## src/rtl/uart_32_bit_pkg.sv

```systemverilog
// Shared definitions for the 32-bit UART link (tx and rx sides).
// State encoding, default payload width and line levels.
package uart_32_bit_pkg;

    localparam int DEFAULT_DATA_WIDTH = 32;

    localparam logic IDLE_LEVEL  = 1'b1;
    localparam logic START_LEVEL = 1'b0;
    localparam logic STOP_LEVEL  = 1'b1;

    typedef enum logic [2:0] {
        IDLE,
        SYNC,
        START,
        DATA,
        STOP
    } uart_state_t;

endpackage

```

## src/rtl/uart_32_bit_tx_if.sv

```systemverilog
// Handshake and line bundle between a word source and the UART transmitter.
// master drives the request side; slave is the transmitter.
interface uart_32_bit_tx_if
    import uart_32_bit_pkg::*;
#(
    parameter int DATA_WIDTH = DEFAULT_DATA_WIDTH
);
    logic                  baud_tick;
    logic                  start;
    logic [DATA_WIDTH-1:0] data;
    logic                  tx;
    logic                  busy;
    logic                  done;

    modport master (
        output baud_tick, start, data,
        input  tx, busy, done
    );

    modport slave (
        input  baud_tick, start, data,
        output tx, busy, done
    );
endinterface

```

## src/rtl/uart_32_bit_tx.sv

```systemverilog
// UART transmitter: start bit, DATA_WIDTH bits LSB first, STOP_BITS stop bits; one bit per baud_tick.
// Accepts start only while idle (done cycle included); requests while busy are dropped, not queued.
module uart_32_bit_tx
    import uart_32_bit_pkg::*;
#(
    parameter int DATA_WIDTH = DEFAULT_DATA_WIDTH,
    parameter int STOP_BITS  = 1
) (
    input logic             clk,
    input logic             rst,
    uart_32_bit_tx_if.slave bus
);
    localparam int CW = $clog2(DATA_WIDTH);
    localparam logic [CW-1:0] LAST_BIT  = CW'(DATA_WIDTH - 1);
    localparam logic          LAST_STOP = 1'(STOP_BITS - 1);

    uart_state_t           state;
    logic [DATA_WIDTH-1:0] shift;
    logic [CW-1:0]         bit_cnt;
    logic                  stop_cnt;
    logic                  tx_q;
    logic                  busy_q;
    logic                  done_q;

    always_ff @(posedge clk) begin
        if (!rst) begin
            state    <= IDLE;
            shift    <= '0;
            bit_cnt  <= '0;
            stop_cnt <= 1'b0;
            tx_q     <= IDLE_LEVEL;
            busy_q   <= 1'b0;
            done_q   <= 1'b0;
        end else begin
            done_q <= 1'b0;
            case (state)
                IDLE: begin
                    tx_q <= IDLE_LEVEL;
                    if (bus.start) begin
                        shift  <= bus.data;
                        busy_q <= 1'b1;
                        state  <= SYNC;
                    end
                end
                // Waiting a full tick here keeps the start bit one whole period wide.
                SYNC: begin
                    if (bus.baud_tick) begin
                        tx_q  <= START_LEVEL;
                        state <= START;
                    end
                end
                START: begin
                    if (bus.baud_tick) begin
                        tx_q    <= shift[0];
                        bit_cnt <= '0;
                        state   <= DATA;
                    end
                end
                DATA: begin
                    if (bus.baud_tick) begin
                        if (bit_cnt != LAST_BIT) begin
                            shift   <= shift >> 1;
                            tx_q    <= shift[1];
                            bit_cnt <= bit_cnt + 1'b1;
                        end else begin
                            tx_q     <= STOP_LEVEL;
                            stop_cnt <= 1'b0;
                            state    <= STOP;
                        end
                    end
                end
                STOP: begin
                    if (bus.baud_tick) begin
                        if (stop_cnt != LAST_STOP) begin
                            stop_cnt <= stop_cnt + 1'b1;
                        end else begin
                            busy_q <= 1'b0;
                            done_q <= 1'b1;
                            state  <= IDLE;
                        end
                    end
                end
                default: state <= IDLE;
            endcase
        end
    end

    assign bus.tx   = tx_q;
    assign bus.busy = busy_q;
    assign bus.done = done_q;
endmodule

```

## src/flat_wrapper.sv

```systemverilog
// flat-port wrapper written by rule: the top's interface ports become plain ports
module uart_32_bit_tx_flat import uart_32_bit_pkg::*;
#(
    parameter int DATA_WIDTH = DEFAULT_DATA_WIDTH,
    parameter int STOP_BITS  = 1
)
  (clk, rst, bus_baud_tick, bus_start, bus_data, bus_tx, bus_busy, bus_done);
  uart_32_bit_tx_if #(.DATA_WIDTH(DATA_WIDTH)) bus_i ();
  input logic clk;
  input logic rst;
  input wire logic [$bits(bus_i.baud_tick)-1:0] bus_baud_tick;
  input wire logic [$bits(bus_i.start)-1:0] bus_start;
  input wire logic [$bits(bus_i.data)-1:0] bus_data;
  output wire logic [$bits(bus_i.tx)-1:0] bus_tx;
  output wire logic [$bits(bus_i.busy)-1:0] bus_busy;
  output wire logic [$bits(bus_i.done)-1:0] bus_done;
  assign bus_i.baud_tick = bus_baud_tick;
  assign bus_i.start = bus_start;
  assign bus_i.data = bus_data;
  assign bus_tx = bus_i.tx;
  assign bus_busy = bus_i.busy;
  assign bus_done = bus_i.done;
  uart_32_bit_tx #(.DATA_WIDTH(DATA_WIDTH), .STOP_BITS(STOP_BITS)) u_core (.clk(clk), .rst(rst), .bus(bus_i));
endmodule
```

## config.mk

```make
export PLATFORM = sky130hd
export DESIGN_NAME = uart_32_bit_tx_flat
export DESIGN_NICKNAME = d
export VERILOG_FILES = /design/src/rtl/uart_32_bit_pkg.sv /design/src/rtl/uart_32_bit_tx_if.sv /design/src/rtl/uart_32_bit_tx.sv /design/src/flat_wrapper.sv
export SDC_FILE = /design/constraint.sdc
export NUM_CORES = 1
export LEC_CHECK = 0
export ABC_AREA = 1
export BUFFER_PORTS_ARGS = -buffer_cell sky130_fd_sc_hd__buf_4
export CAP_MARGIN = 20
export CORE_UTILIZATION = 31
export DETAILED_ROUTE_END_ITERATION = 6
export PLACE_DENSITY = 0.57
export SETUP_SLACK_MARGIN = 0.02
export SLEW_MARGIN = 10
export SYNTH_ARGS = -nofsm -noshare
export SYNTH_HDL_FRONTEND = slang
export SYNTH_SLANG_ARGS = --single-unit
```

## constraint.sdc

```tcl
create_clock -name clk -period 1.6 [get_ports clk]
set_input_delay 0.32 -clock clk [delete_from_list [all_inputs] [get_ports clk]]
set_output_delay 0.32 -clock clk [all_outputs]
set_load 0.1 [all_outputs]
```

### After elaboration in Yosys (flattened, before gate mapping)

Cells that the tools add are included.

| storage, ports and cells | value |
|---|---|
| register bits | 44 |
| input bits | 36 |
| output and inout port bits | 3 |

| cells by class | value |
|---|---|
| add/sub/neg operators | 2 |
| equality and inequality tests | 13 |
| muxes and demuxes | 31 |
| reduce and logical (&&, ||, !) cells | 13 |

Operators by type and width:

| kind | number |
|---|---|
| 2-to-1 mux 32 bit | 3 |
| case mux 32 bit (2 select lines) | 1 |
| 2-to-1 mux 3 bit | 7 |
| AND reduction 4 bit | 5 |
| 2-to-1 mux 5 bit | 3 |
| case mux 3 bit (5 select lines) | 1 |
| inequality test 2 bit, second input constant | 7 |
| 2-to-1 mux 1 bit | 12 |
| case mux 5 bit (2 select lines) | 1 |
| nonzero test 2 bit | 4 |
| AND reduction 7 bit | 1 |
| == test 3 x 2 -> 1 bit, second input constant | 2 |
| adder 5 x 1 -> 5 bit, second input constant | 1 |
| inequality test 5 bit, second input constant | 1 |
| case mux 1 bit (2 select lines) | 2 |
| case mux 1 bit (4 select lines) | 1 |
| nonzero test 4 bit | 1 |
| == test 3 x 1 -> 1 bit, second input constant | 1 |
| == test 3 bit, second input constant | 1 |
| logical NOT 3 bit | 1 |
| AND reduction 3 bit | 1 |
| inequality test 2 x 1 -> 1 bit, second input constant | 1 |
| adder 1 bit, second input constant | 1 |

### Depth between registers and ports, before layout

Gate-level depths: netlist of run 1.

| depth | value |
|---|---|
| word-level depth | 4 |
| gate-level depth with buffers | 12 |
| mapped depth without buffers | 12 |

### Worst setup path after synthesis of run 1

No wires, ideal clock.

| timing | value |
|---|---|
| path type | reg2reg |
| from | register u_core.bit_cnt[0] |
| to | register u_core.shift[10] |
| data arrival time | 1.435 ns |
| required time | 1.484 ns |
| setup slack | 0.049 ns |
| cell stages (with the launch flop) | 12 |
| buffers on the path | 1 |
| period minus slack after synthesis | 1.551 ns |
| cells stage by stage | dfxtp_1 > ha_1 > nand2_1 > nor2_1 > ha_1 > inv_1 > nand2_2 > o21ai_4 > inv_2 > buf_2 > nor2_1 > nor2_1 |

| between the ends | value |
|---|---|
| cells in the longest elaborated chain, start to end | 3 |

RTL lines:

| what | RTL line | RTL |
|---|---|---|
| from (decl) | uart_32_bit_tx.sv:19 | `logic [CW-1:0] bit_cnt;` |
| from (signal assigned) | uart_32_bit_tx.sv:64 | `bit_cnt <= bit_cnt + 1'b1;` |
| inequality test 5 bit | uart_32_bit_tx.sv:61 | `if (bit_cnt != LAST_BIT) begin` |
| inequality test 2 x 1 -> 1 bit (no line) | - |  |
| AND reduction 4 bit (no line) | - |  |
| to (signal assigned) | uart_32_bit_tx.sv:40 | `shift <= bus.data;` |
| to (signal assigned) | uart_32_bit_tx.sv:62 | `shift <= shift >> 1;` |
| to (decl) | uart_32_bit_tx.sv:18 | `logic [DATA_WIDTH-1:0] shift;` |

No other way between the ends.
A chain may end at the register's enable or synchronous reset.

### Worst setup path after layout of run 1

| timing | value |
|---|---|
| from | register u_core.bit_cnt[1] |
| to | register u_core.shift[27] |

The elaborated chain is that of the path after synthesis.

==> results of run 1 <==
-- layout by cell type, fill, tap and decap left out, drive strengths merged --
cell and count:
nor2 83, nor3b 1, nor3 1, o21bai 1, nand2 116, o21a 1
buf 58, clkbuf 9, dfxtp 43, a31oi 2, inv 13, o21ai 37
nand3 9, ha 2, a21oi 4, nand3b 1, nand4 1
-- synthesized netlist by cell type --
library cell,instances,area (µm²)
nor3b_1,1,7.51
nor2_1,82,308
buf_2,9,45.0
dfxtp_1,43,861
nor3_1,1,5.00
o21bai_1,1,7.51
o21ai_1,7,35.0
o21a_1,1,7.51
nand3_1,9,45.0
o21ai_4,1,16.3
nor2_4,1,11.3
nand4_1,1,6.26
clkbuf_1,5,18.8
ha_1,2,25.0
inv_1,11,41.3
nand3b_1,1,7.51
buf_1,2,7.51
a31oi_1,2,12.5
a21oi_1,4,20.0
nand2_2,1,6.26
inv_2,2,7.51
o21ai_0,29,145
nand2_1,115,432
-- path summary, 6_finish.rpt --
kind,endpoint,slack [ns],startpoint,cells after the start
max,u_core.shift[27],0.003,u_core.bit_cnt[1],11
min,u_core.state[1],0.34,rst,3
max reg2reg,u_core.shift[27],0.003,u_core.bit_cnt[1],11
min reg2reg,u_core.bus.tx,0.48,u_core.bus.tx,2
-- per-stage QoR --
step / setup slack, ns / setup TNS [ns] / hold slack (ns) / power, mW
after global routing: -0.0794 / -1.74 / 0.344 / 5.36
after floorplan: 0.0490 / 0 / 0.462 / 2.89
after CTS: -0.0234 / -0.218 / 0.341 / 4.65
final: 0.00262 / 0 / 0.343 / 4.95
after detailed placement: -0.146 / -3.95 / 0.464 / 3.38
after global placement: -0.0954 / -2.54 / 0.455 / 3.37
-- logic make-up after synthesis --
logic type | synth area share
adder cells (fa/ha/maj) | 0.0120
buffers and inverters | 0.0578
AO/OA/AOI/OAI | 0.117
AND/OR/NAND/NOR | 0.399
flip-flops | 0.414
-- timing repair --
| action | CTS | global route |
|---|---|---|
| setup buffers | 4 | 1 |
| gates cloned | 2 | 1 |
| pin swaps | 8 | 12 |
| gates resized for setup | 56 | 36 |
| setup endpoints to repair | 36 | 40 |
-- worst max-delay path, cell delays in order, from the launching register on --
cell and delay (ns):
dfxtp_2 0.34, ha_4 0.16, nand2_2 0.06, nor2_2 0.04, ha_2 0.17, inv_2 0.06
nand2_4 0.05, o21ai_4 0.17, buf_6 0.17, clkbuf_16 0.16, o21ai_1 0.06, nor2_1 0.10
-- layer usage --
metal	vias to the layer above	part of all wire	wire length (µm)
met5	-	0	0
met1	968	0.49	2650
met4	0	0.0074	40
met2	37	0.46	2480
li1	1139	-	-
met3	4	0.045	243
-- state kept, by name (all words and copies together), names as in the netlist --
signal / flops
u_core.bit_cnt: 5
u_core.bus.busy: 1
u_core.bus.done: 1
u_core.bus.tx: 1
u_core.shift: 32
u_core.state: 3
-- cell type report --
class	count	area, µm²
fillers	683	3480
multi-input cells	259	1260
flip-flops and latches	43	863
repair buffers	59	552
clock buffers	8	100
well taps	77	96.3
inverters	13	63.8
-- where the power goes --
part	switching (mW)	total, mW	internal (mW)
registers	0.278	1.76	1.48
clock network	0.365	0.759	0.394
logic	1.36	2.43	1.08
total	2.00	4.95	2.95
==> results, run 1 <==
- The clock-pin slew reported for the worst setup and hold paths after clock tree synthesis is 0.08 ns.
- The maximum number of buffers from clock root to sink is 2.
- For this run, global-route usage on met2 was measured as 0.273.
- The checks that failed: design-rule violations.
- Of all nets on the critical path, the largest fanout is 7.
- Entering global routing, the biggest net connects 36 pins.
- The nature of the critical path startpoint is a register.
- Summing all non-filler instances in the final layout gives an area of 2940 µm².
- The mean instance size in the synthesized netlist is 6.28 µm².
- The worst clock skew is 0.00787 ns.
- After the flow finishes, the layout carries non-filler instances totaling 459.
- Max-cap violations in this run came to 0.
- The final worst-path cycle share is 0.998.
- The first-pass detailed-route iteration total is 6.
- Setup repair after global routing could not meet its margin everywhere.
- CTS placed an instance of clkbuf_8 at the clock tree root.
- The cell area after technology mapping is 2080 µm².
- The boundary pin count is 39.
- The flip-flop and latch count after synthesis is 43.
- For met1 alone, demand over resource in global routing was 0.212.
- The leakage power of the design is 1.40 nW.
- The count of final hold-check violations was 0.
- At the pin with the least slew margin, the transition time is 0.483 ns.
- The total wire length after detailed routing is 5420 µm.
- At the end of the flow the core is filled with cells to 0.457.
- The type of the most critical hold path is input port to register.
- The first global-routing pass estimated 9470 µm of wire.
- The instance count of the mapped netlist is 331.
- After global routing the overflow that remains totals 0.
- For this run, the register share of the synthesized area comes to 0.414.
- The sum of net half-perimeters after detailed placement is 3190 µm.
- The number of antenna violations at the first check in global routing is 0.
- In this run the vertical extent of the chip is 83.9 µm.
- The count of buffers inserted at the top-level ports is 38.
- The region available for standard cell placement spans 6420 µm².
- The via count of the first global-routing pass came to 2094.
- The count of yosys warnings during synthesis is 0.
- The flow ran to the end, but the final reports show violations.
- The number of antenna diodes in the final layout is 0.
- The met3 capacity usage during global routing is 0.0465.
- The endpoint type of the worst setup path is a register.
- Of the cells placed in the final design, the portion with a size suffix greater than 1 is 0.298.
- The endpoint arrival time on the critical path is 1.83 ns.
- The net count after synthesis is 369.
- The number of pins exceeding their max-slew limit in the final report is 0.
- The number of placed instances, taps included, is 443.
- The detail route stage leaves a number of antenna-violating nets equal to 0.
- The net count of the finished layout is 419.
- The first routing iteration left 85 violations.
- The number of hold buffers added after CTS is 0.
- The die covers 7040 µm².
- The final count of negative-setup-slack endpoints is 0.
- The total DRC errors in the routed layout is 4.
- Power spread over the standard cell area amounts to 1690 nW/µm².
- The placement row count is 29.
- After detailed routing, the average wire length per cell comes to 11.8 µm.
- Summing all placed instances gives a cell area of 2490 µm².
- The upper clock frequency limit is 626 MHz.
- met2 is the most crowded layer.
- Detailed routing inserted a total of 2148 vias.
- The distinct cell type count of the synthesized netlist is 23.
- For this configuration, the core starts out at a cell density of 0.324.
- The worst setup path is of the register to register kind.
- For this design, the sink count on the clock tree is 43.
- The worst vdd rail ir drop is 0.574 mV.
- The required time of the critical path is 1.83 ns.
- In this run the tightest slew margin relative to its limit is 0.675.
- TritonCTS built the clock tree.
- The via density per instance is 4.68.
- In this run the horizontal extent of the chip is 83.9 µm.
- The number of buffers added by the clock tree synthesis step is 5.
- From synthesis to final layout, the design area changed by 41.4%.
- The H-tree was split into 2 levels.
- The combined global-route utilization of all metal layers is 0.164.
- For the worst-skew pair, the clock arrives at the later sink with an insertion delay of 0.30 ns.
- The minimum clock period is 1.60 ns.
- At the end of routability-driven placement, the weighted congestion stood at 0.836.
Power figures use the tool's default switching activity.
==> inputs of run 2 (changes only) <==
ABC_AREA = unset   (was 1)
CAP_MARGIN = unset   (was 20)
SKIP_LAST_GASP = 1   (was unset)
==> results, run 2 <==
- Run status: finished, violations left (unchanged).
- Violated checks: design-rule violations, negative setup slack (was design-rule violations).
- The upper clock frequency limit is 565 MHz (was 626 MHz).
- The maximum number of pins on one net before global-route repair is 32 (was 36).
- The clock sink total was 43 (unchanged).
- The category of the critical setup timing path was register to register (unchanged).
- The per-cell routed wire length came to 15.8 µm (was 11.8 µm).
- The transition time at the pin with the least slew margin is 0.425 ns (was 0.483 ns).
- The register bank with the most flops is u_core.shift (unchanged).
- The cell family with the largest share of critical-path delay is simple AND/OR/NAND/NOR gates (was buffers and inverters).
- The count of routing violations after the opening detailed-route iteration was 96 (was 85).
- The combined global-route utilization of all metal layers is 0.164 (about the same).
- The library cell contributing the largest single delay on the critical path is dfxtp_2 (unchanged).
- The final RePlAce weighted congestion is 0.710 (was 0.836).
- The total power consumption of the routed design came to 2.53 mW (was 4.95 mW).
- The leftover overflow at the end of global routing came to 0 (unchanged).
- The later-pin clock latency in the skew report came to 0.31 ns (was 0.30 ns).
- The net count of the finished layout came to 303 (was 419).
- The cell-internal power is 1.77 mW (was 2.95 mW).
- RSZ-0062 raised after global routing: yes (unchanged).
- The first-pass detailed-route iteration total is 7 (was 6).
- The library cell occupying the most area in the post-synthesis netlist is dfxtp_1 (unchanged).
- The net count after synthesis is 254 (was 369).
- The setup TNS is -4.82 ns (was 0 ns).
- The initial cell density of the core is 0.324 (about the same).
- The growth of design area from synthesis to finish is 39.5% (was 41.4%).
- The minimum clock period is 1.77 ns (was 1.60 ns).
- The total power density per cell area is 871 nW/µm² (was 1690 nW/µm²).
- The proportion of power drawn by combinational gates is 0.229 (was 0.491).
- The total wire length after detailed routing is 5420 µm (about the same).
- Top post-synthesis cells by count: dfxtp_1, mux2i_1, nor2_1, a221oi_1, a21oi_1 (was nand2_1, nor2_1, dfxtp_1, o21ai_0, inv_1).
- The number of synthesized flops with an enable pin is 0 (unchanged).
- Top area cells in the synthesized netlist: dfxtp_1, mux2i_1, a221oi_1 (was dfxtp_1, nand2_1, nor2_1).
- The proportion of synthesized chip area in sequential cells came to 0.413 (was 0.414).
- The cell area after technology mapping is 2080 µm² (about the same).
- The worst setup slack for register-to-register paths is -0.17 ns (was 0.003 ns).
- The flip-flop count of the largest register after layout is 32 (unchanged).
- Series of cell instances along the critical path: ha_4 > and3_4 > ha_4 > nand4b_1 > a21oi_2 > buf_6 > buf_12 > mux2i_1 (was ha_4 > nand2_2 > nor2_2 > ha_2 > inv_2 > nand2_4 > o21ai_4 > buf_6 > clkbuf_16 > o21ai_1 > nor2_1).
- The number of antenna violations at the first check in global routing is 0 (unchanged).
- The placement row count is 29 (unchanged).
- The number of hold buffers added after CTS is 0 (unchanged).
- The clock tree from TritonCTS was built (unchanged).
- The register area was 863 µm² (unchanged).
- The proportion of register bits with asynchronous set or reset after synthesis was 0 (unchanged).
- The flip-flop and latch count after synthesis is 43 (unchanged).
- The die area is 7050 µm² (was 7040 µm²).
- The via density per instance is 5.41 (was 4.68).
- The count of buffers inserted at the top-level ports is 38 (unchanged).
- The final instance count without filler cells is 343 (was 459).
- The final worst-path cycle share came to 1.11 (was 0.998).
- The first-pass GRT wire length is 9110 µm (was 9470 µm).
- The total DRC errors in the routed layout is 7 (was 4).
- The relative slew slack is 0.715 (was 0.675).
- The placement-stage worst setup slack came to -0.226 ns (was -0.146 ns).
- The max capacitance violation total is 0 (unchanged).
- The placeable core region was 6420 µm² (unchanged).
- The final count of negative-setup-slack endpoints is 36 (was 0).
- The layout cell share with drive strength beyond 1 is 0.398 (was 0.298).
- The combined buffer and inverter count along the critical path came to 2 (was 3).
- The sum of net half-perimeters after detailed placement is 3160 µm (was 3190 µm).
- The number of pins exceeding their max-slew limit in the final report is 0 (unchanged).
- The biggest cell delay along the critical path is 0.35 ns (was 0.34 ns).
- The sequential group share of total power was 0.482 (was 0.355).
- The area of combinational cells with multiple inputs was 1280 µm² (was 1260 µm²).
- The boundary pin count is 39 (unchanged).
- The switching power is 0.762 mW (was 2.00 mW).
- The type of the most critical hold path is input port to register (unchanged).
- The distinct cell type count of the synthesized netlist is 38 (was 23).
- The via count of the routed design is 1854 (was 2148).
- The number of levels the H-tree was split into is 2 (unchanged).
- The clock root buffer is clkbuf_8 (unchanged).
- The mean instance size in the synthesized netlist is 9.64 µm² (was 6.28 µm²).
- The worst setup slack after layout is -0.171 ns (was 0.00262 ns).
- The cell count after placement is 327 (was 443).
- The horizontal extent of the die is 84.0 µm (was 83.9 µm).
- Among the stages of the critical path, the cell type that occurs most often is ha_4.
- The top flip-flop cell by instance count after synthesis was dfxtp_1 (unchanged).
- The leading cell type in the layout, fill and taps excluded is buf_4 (was nand2_1).
- The maximum number of buffers from clock root to sink was 2 (unchanged).
- The worst vdd rail ir drop is 0.364 mV (was 0.574 mV).
- The instance count of the mapped netlist came to 216 (was 331).
- The clock network fraction of design power is 0.289 (was 0.153).
- The count of final hold-check violations was 0 (unchanged).
- The final antenna diode count was 0 (unchanged).
- The vertical die dimension was 84.0 µm (was 83.9 µm).
- Largest registers ranked by flip-flop count: u_core.shift: 32 flops, u_core.bit_cnt: 5 flops, u_core.state: 3 flops (unchanged).
- The switching share of total power is 0.301 (was 0.404).
- The clock-pin slew reported for the worst setup and hold paths after clock tree synthesis came to 0.09 ns (was 0.08 ns).
- The via count of the first global-routing pass is 1837 (was 2094).
- The endpoint type of the worst setup path is a register (unchanged).
- Top library cells by usage in the layout, fill and taps aside: buf_4, dfxtp_1, nor2_1, mux2i_1, a221oi_1 (was nand2_1, nor2_1, buf_4).
- The number of fill cells in the layout is 631 (was 683).
- The endpoint arrival time on the critical path is 2.01 ns (was 1.83 ns).
- The nature of the critical path startpoint was a register (unchanged).
- The count of yosys warnings during synthesis came to 0 (unchanged).
- The maximum fanout count along the critical path is 8 (was 7).
- The remaining antenna violation count is 0 (unchanged).
- The required time of the critical path is 1.84 ns (was 1.83 ns).
- The number of buffers added by the clock tree synthesis step is 5 (unchanged).
- The worst clock skew is 0.00866 ns (was 0.00787 ns).
- The leakage power of the design came to 1.34 nW (was 1.40 nW).
- The share of the synthesized area in the top cell type is 0.413 (was 0.414).
- The most frequently used cell type in the post-synthesis netlist is dfxtp_1 (was nand2_1).
[run 2: cell types whose count changed in the layout (fill, tap and decap cells not counted), sizes merged, moves of 3 or more]
cell    before  now
nor2        83   32
a21oi        4   11
a221oi       0   31
nand2b       0    3
mux2i        0   32
o21ai       37    5
nand2      116    4
inv         13    6
nand3        9    3
clkbuf       9    6
[run 2: worst register-to-register path: cells and delay by family (launching register included)]
kind | cells | cell delay [ns]
AOI/OAI and AO/OA | 1 | 0.21
adders and majority gates | 2 | 0.31
buffers and inverters | 2 | 0.28
DFF | 1 | 0.35
muxes | 1 | 0.18
and+or+nand+nor | 2 | 0.40
[run 2: cell families (layout without fill, tap and decap cells)]
| logic type | Yosys count | in the layout | synth area share |
|---|---|---|---|
| mux | 33 | 33 | 0.159 |
| flops | 43 | 43 | 0.413 |
| fa+ha+maj | 2 | 2 | 0.0120 |
| buf+inv | 26 | 74 | 0.0631 |
| compound gates | 55 | 55 | 0.203 |
| simple gates | 57 | 59 | 0.149 |
[run 2: worst paths after layout]
check | startpoint | cells past startpoint | end
min reg2reg | u_core.shift[31] | 2 | u_core.shift[31]
max reg2reg | u_core.bit_cnt[1] | 8 | u_core.shift[31]
min | rst | 2 | u_core.bus.tx
max | u_core.bit_cnt[1] | 8 | u_core.shift[31]
[run 2: final cells by class]
class	count	area share
repair buffers	61	0.191
clock buffers	5	0.0237
clock inverters	3	0.00818
multi-input cells	149	0.440
well taps	77	0.0332
flip-flops and latches	43	0.297
inverters	5	0.00646
[run 2: per-layer routing]
layer	routed length, µm	share of wire	GRT usage	up-vias
met5	0	0	0	-
met4	72	0.013	0.0564	0
met3	193	0.036	0.0366	6
met2	2610	0.48	0.270	37
met1	2550	0.47	0.211	895
li1	-	-	-	916
[run 2: timing repair]
item                       CTS  global route
pin swaps                   14             5
buffers inserted             3             0
setup endpoints to repair   38            39
resized for setup           22            12
gates cloned                 4             1
[run 2: stage by stage]
stage / area [µm²] / util / hold slack, ns
2_1_floorplan: 2170 / - / 0.400
3_3_place_gp: 2550 / 0.397 / 0.444
3_5_place_dp: 2550 / 0.397 / 0.456
4_1_cts: 2820 / 0.439 / 0.257
5_1_grt: 2910 / 0.452 / 0.283
6_report: 2910 / 0.452 / 0.266
[run 2: power groups by stage]
stage	clock network, mW	registers [mW]	logic (mW)
finish	0.730	1.22	0.580
global route	0.797	1.23	0.635
CTS	0.747	1.22	0.553
detailed placement	0	1.24	0.469
global placement	0	1.24	0.464
floorplan	0	1.27	0.295
==> inputs of run 3 (changes only) <==
CAP_MARGIN = 10   (was unset)
CTS_BUF_LIST = sky130_fd_sc_hd__clkbuf_8   (was unset)
SKIP_LAST_GASP = unset   (was 1)
==> results, run 3 (same netlist as run 2, synthesis figures left out) <==
- The number of hold buffers added after CTS is 0 (unchanged).
- The maximum number of pins on one net before global-route repair came to 32 (unchanged).
- The placeable core region is 6420 µm² (unchanged).
- The layout cell share with drive strength beyond 1 is 0.414 (was 0.398).
- The startpoint of the tightest hold check path is rst (unchanged).
- The clock tree from TritonCTS is built (unchanged).
- The combined global-route utilization of all metal layers is 0.164 (unchanged).
- Top library cells by usage in the layout, fill and taps aside: buf_4, dfxtp_1, nor2_1, mux2i_1, a221oi_2 (was buf_4, dfxtp_1, nor2_1, mux2i_1, a221oi_1).
- The horizontal extent of the die is 84.0 µm (unchanged).
- The via density per instance is 5.43 (was 5.41).
- The minimum clock period is 1.78 ns (was 1.77 ns).
- The boundary pin count is 39 (unchanged).
- The nature of the critical path startpoint is a register (unchanged).
- The final count of negative-setup-slack endpoints is 36 (unchanged).
- The endpoint arrival time on the critical path is 1.97 ns (was 2.01 ns).
- The via count of the routed design is 1862 (was 1854).
- The total wire length after detailed routing is 5450 µm (was 5420 µm).
- The via count of the first global-routing pass is 1837 (unchanged).
- Run status: finished, violations left (unchanged).
- The sequential group share of total power was 0.481 (was 0.482).
- The routed length on met1 is 2570 µm (was 2550 µm).
- The first-pass detailed-route iteration total was 6 (was 7).
- The cell area reported after detailed placement is 2550 µm² (unchanged).
- The worst setup slack after layout is -0.176 ns (was -0.171 ns).
- The worst clock skew is 0.00838 ns (was 0.00866 ns).
- The die area is 7050 µm² (unchanged).
- The later-pin clock latency in the skew report is 0.31 ns (about the same).
- The post-layout instance area was 2930 µm² (was 2910 µm²).
- The required time of the critical path is 1.79 ns (was 1.84 ns).
- The number of antenna violations at the first check in global routing was 0 (unchanged).
- The final worst-path cycle share is 1.11 (about the same).
- The placement row count came to 29 (unchanged).
- The first-pass GRT wire length was 9110 µm (unchanged).
- The switching power was 0.764 mW (was 0.762 mW).
- The clock-pin slew reported for the worst setup and hold paths after clock tree synthesis is 0.09 ns (about the same).
- The count of final hold-check violations is 0 (unchanged).
- The leftover overflow at the end of global routing came to 0 (unchanged).
- The register bank with the most flops is u_core.shift (unchanged).
- The maximum fanout count along the critical path is 8 (unchanged).
- The launch point of the worst reg-to-reg path is u_core.bit_cnt[1] (unchanged).
- The cell-internal power is 1.77 mW (about the same).
- The utilization of the core after routing came to 0.456 (was 0.452).
- The number of buffers added by the clock tree synthesis step is 5 (unchanged).
- The vertical die dimension is 84.0 µm (unchanged).
- The total DRC errors in the routed layout is 6 (was 7).
- The leading cell type in the layout, fill and taps excluded is buf_4 (unchanged).
- The clock network fraction of design power is 0.287 (was 0.289).
- The worst vdd rail ir drop was 0.366 mV (was 0.364 mV).
- The leakage power of the design is 1.34 nW (about the same).
- The worst hold margin was 0.268 ns (was 0.266 ns).
- The count of routing violations after the opening detailed-route iteration is 89 (was 96).
- The highest metal layer with signal wires is met4 (unchanged).
- The launching element of the worst setup path was u_core.bit_cnt[1] (unchanged).
- The growth of design area from synthesis to finish is 40.6% (was 39.5%).
- The placement-stage worst setup slack is -0.226 ns (unchanged).
- The transition time at the pin with the least slew margin is 0.440 ns (was 0.425 ns).
- RSZ-0062 raised after global routing: yes (unchanged).
- The final RePlAce weighted congestion was 0.710 (unchanged).
- The number of pins exceeding their max-slew limit in the final report is 0 (unchanged).
- The per-cell routed wire length was 15.9 µm (was 15.8 µm).
- The setup TNS is -5.04 ns (was -4.82 ns).
- The clock sink total was 43 (unchanged).
- The path depth of the worst reg2reg path was 8 (unchanged).
- The relative slew slack came to 0.705 (was 0.715).
- The endpoint type of the worst setup path was a register (unchanged).
- The clock root buffer is clkbuf_8 (unchanged).
- The total power density per cell area is 866 nW/µm² (was 871 nW/µm²).
- The total length of routed met3 wires was 194 µm (was 193 µm).
- The number of levels the H-tree was split into is 2 (unchanged).
- The flip-flop count of the largest register after layout is 32 (unchanged).
- The category of the critical setup timing path was register to register (unchanged).
- Largest registers ranked by flip-flop count: u_core.shift: 32 flops, u_core.bit_cnt: 5 flops, u_core.state: 3 flops (unchanged).
- The proportion of power drawn by combinational gates is 0.232 (was 0.229).
- The type of the most critical hold path is input port to register (unchanged).
- The worst flop-to-flop path endpoint was u_core.shift[10] (was u_core.shift[31]).
- The upper clock frequency limit is 563 MHz (was 565 MHz).
- Violated checks: design-rule violations, negative setup slack (unchanged).
- The remaining antenna violation count is 0 (unchanged).
- The cell count after placement is 327 (unchanged).
- The total power consumption of the routed design is 2.54 mW (was 2.53 mW).
- The met2 wire length is 2640 µm (was 2610 µm).
- The initial cell density of the core is 0.324 (unchanged).
- The final antenna diode count was 0 (unchanged).
- The final instance count without filler cells is 343 (unchanged).
- The worst setup slack for register-to-register paths is -0.18 ns (was -0.17 ns).
- The switching share of total power is 0.301 (about the same).
- The count of buffers inserted at the top-level ports is 38 (unchanged).
- The maximum number of buffers from clock root to sink is 2 (unchanged).
- The termination of the worst setup path is u_core.shift[10] (was u_core.shift[31]).
- The net count of the finished layout is 303 (unchanged).
- The sum of net half-perimeters after detailed placement is 3160 µm (unchanged).
- The max capacitance violation total is 0 (unchanged).
run 3: cell count changes in the layout (fill, tap and decap cells not counted):
cell | before | now
or4_4 | 1 | 2
or4_1 | 1 | 0
or3_1 | 1 | 0
a221oi_2 | 15 | 17
or3_4 | 0 | 1
a221oi_1 | 16 | 14
run 3: how the worst min path moves through the flow:
stage / depth (start not counted) / end / slack, ns
after CTS: 2 / u_core.bus.tx / 0.26
after global placement: 2 / u_core.shift[31] / 0.44
after global routing: 2 / u_core.bus.tx / 0.28
final: 2 / u_core.bus.tx / 0.27
after floorplan: 1 / u_core.bus.tx / 0.40
after detailed placement: 2 / u_core.shift[31] / 0.46
run 3: layout make-up:
cell class                      instances  area [µm²]
Clock inverter                          3        23.8
Multi-Input combinational cell        149        1300
Sequential cell                        43         863
Tap cell                               77        96.3
Clock buffer                            5        68.8
Inverter                                5        18.8
Timing Repair Buffer                   61         556
Fill cell                             627        3500
run 3: power groups by stage:
| stage | clock [mW] | combinational [mW] | sequential, mW |
|---|---|---|---|
| final | 0.727 | 0.589 | 1.22 |
| after global placement | 0 | 0.464 | 1.24 |
| after detailed placement | 0 | 0.469 | 1.24 |
| after CTS | 0.747 | 0.553 | 1.22 |
| after floorplan | 0 | 0.295 | 1.27 |
| after global routing | 0.797 | 0.642 | 1.23 |
run 3: worst max-delay path, stage by stage, from the launching register on:
cell and delay, ns:
dfxtp_2 0.35, ha_4 0.16, and3_4 0.18, ha_4 0.15, nand4b_1 0.22, a21oi_2 0.21, buf_4 0.18, clkbuf_16 0.17
a221oi_2 0.06
run 3: per-layer routing:
metal / GRT usage / vias to the layer above
met5: 0 / -
met4: 0.0564 / 0
met3: 0.0366 / 5
met2: 0.270 / 34
met1: 0.211 / 907
li1: - / 916
run 3: repair_timing:
| item | in CTS | in global routing |
|---|---|---|
| cloned | 4 | 1 |
| resized for setup | 22 | 16 |
| pin swaps | 14 | 6 |
| endpoints found under the hold margin | 0 | 0 |
| buffers inserted | 3 | 0 |
| setup endpoints to repair | 38 | 39 |
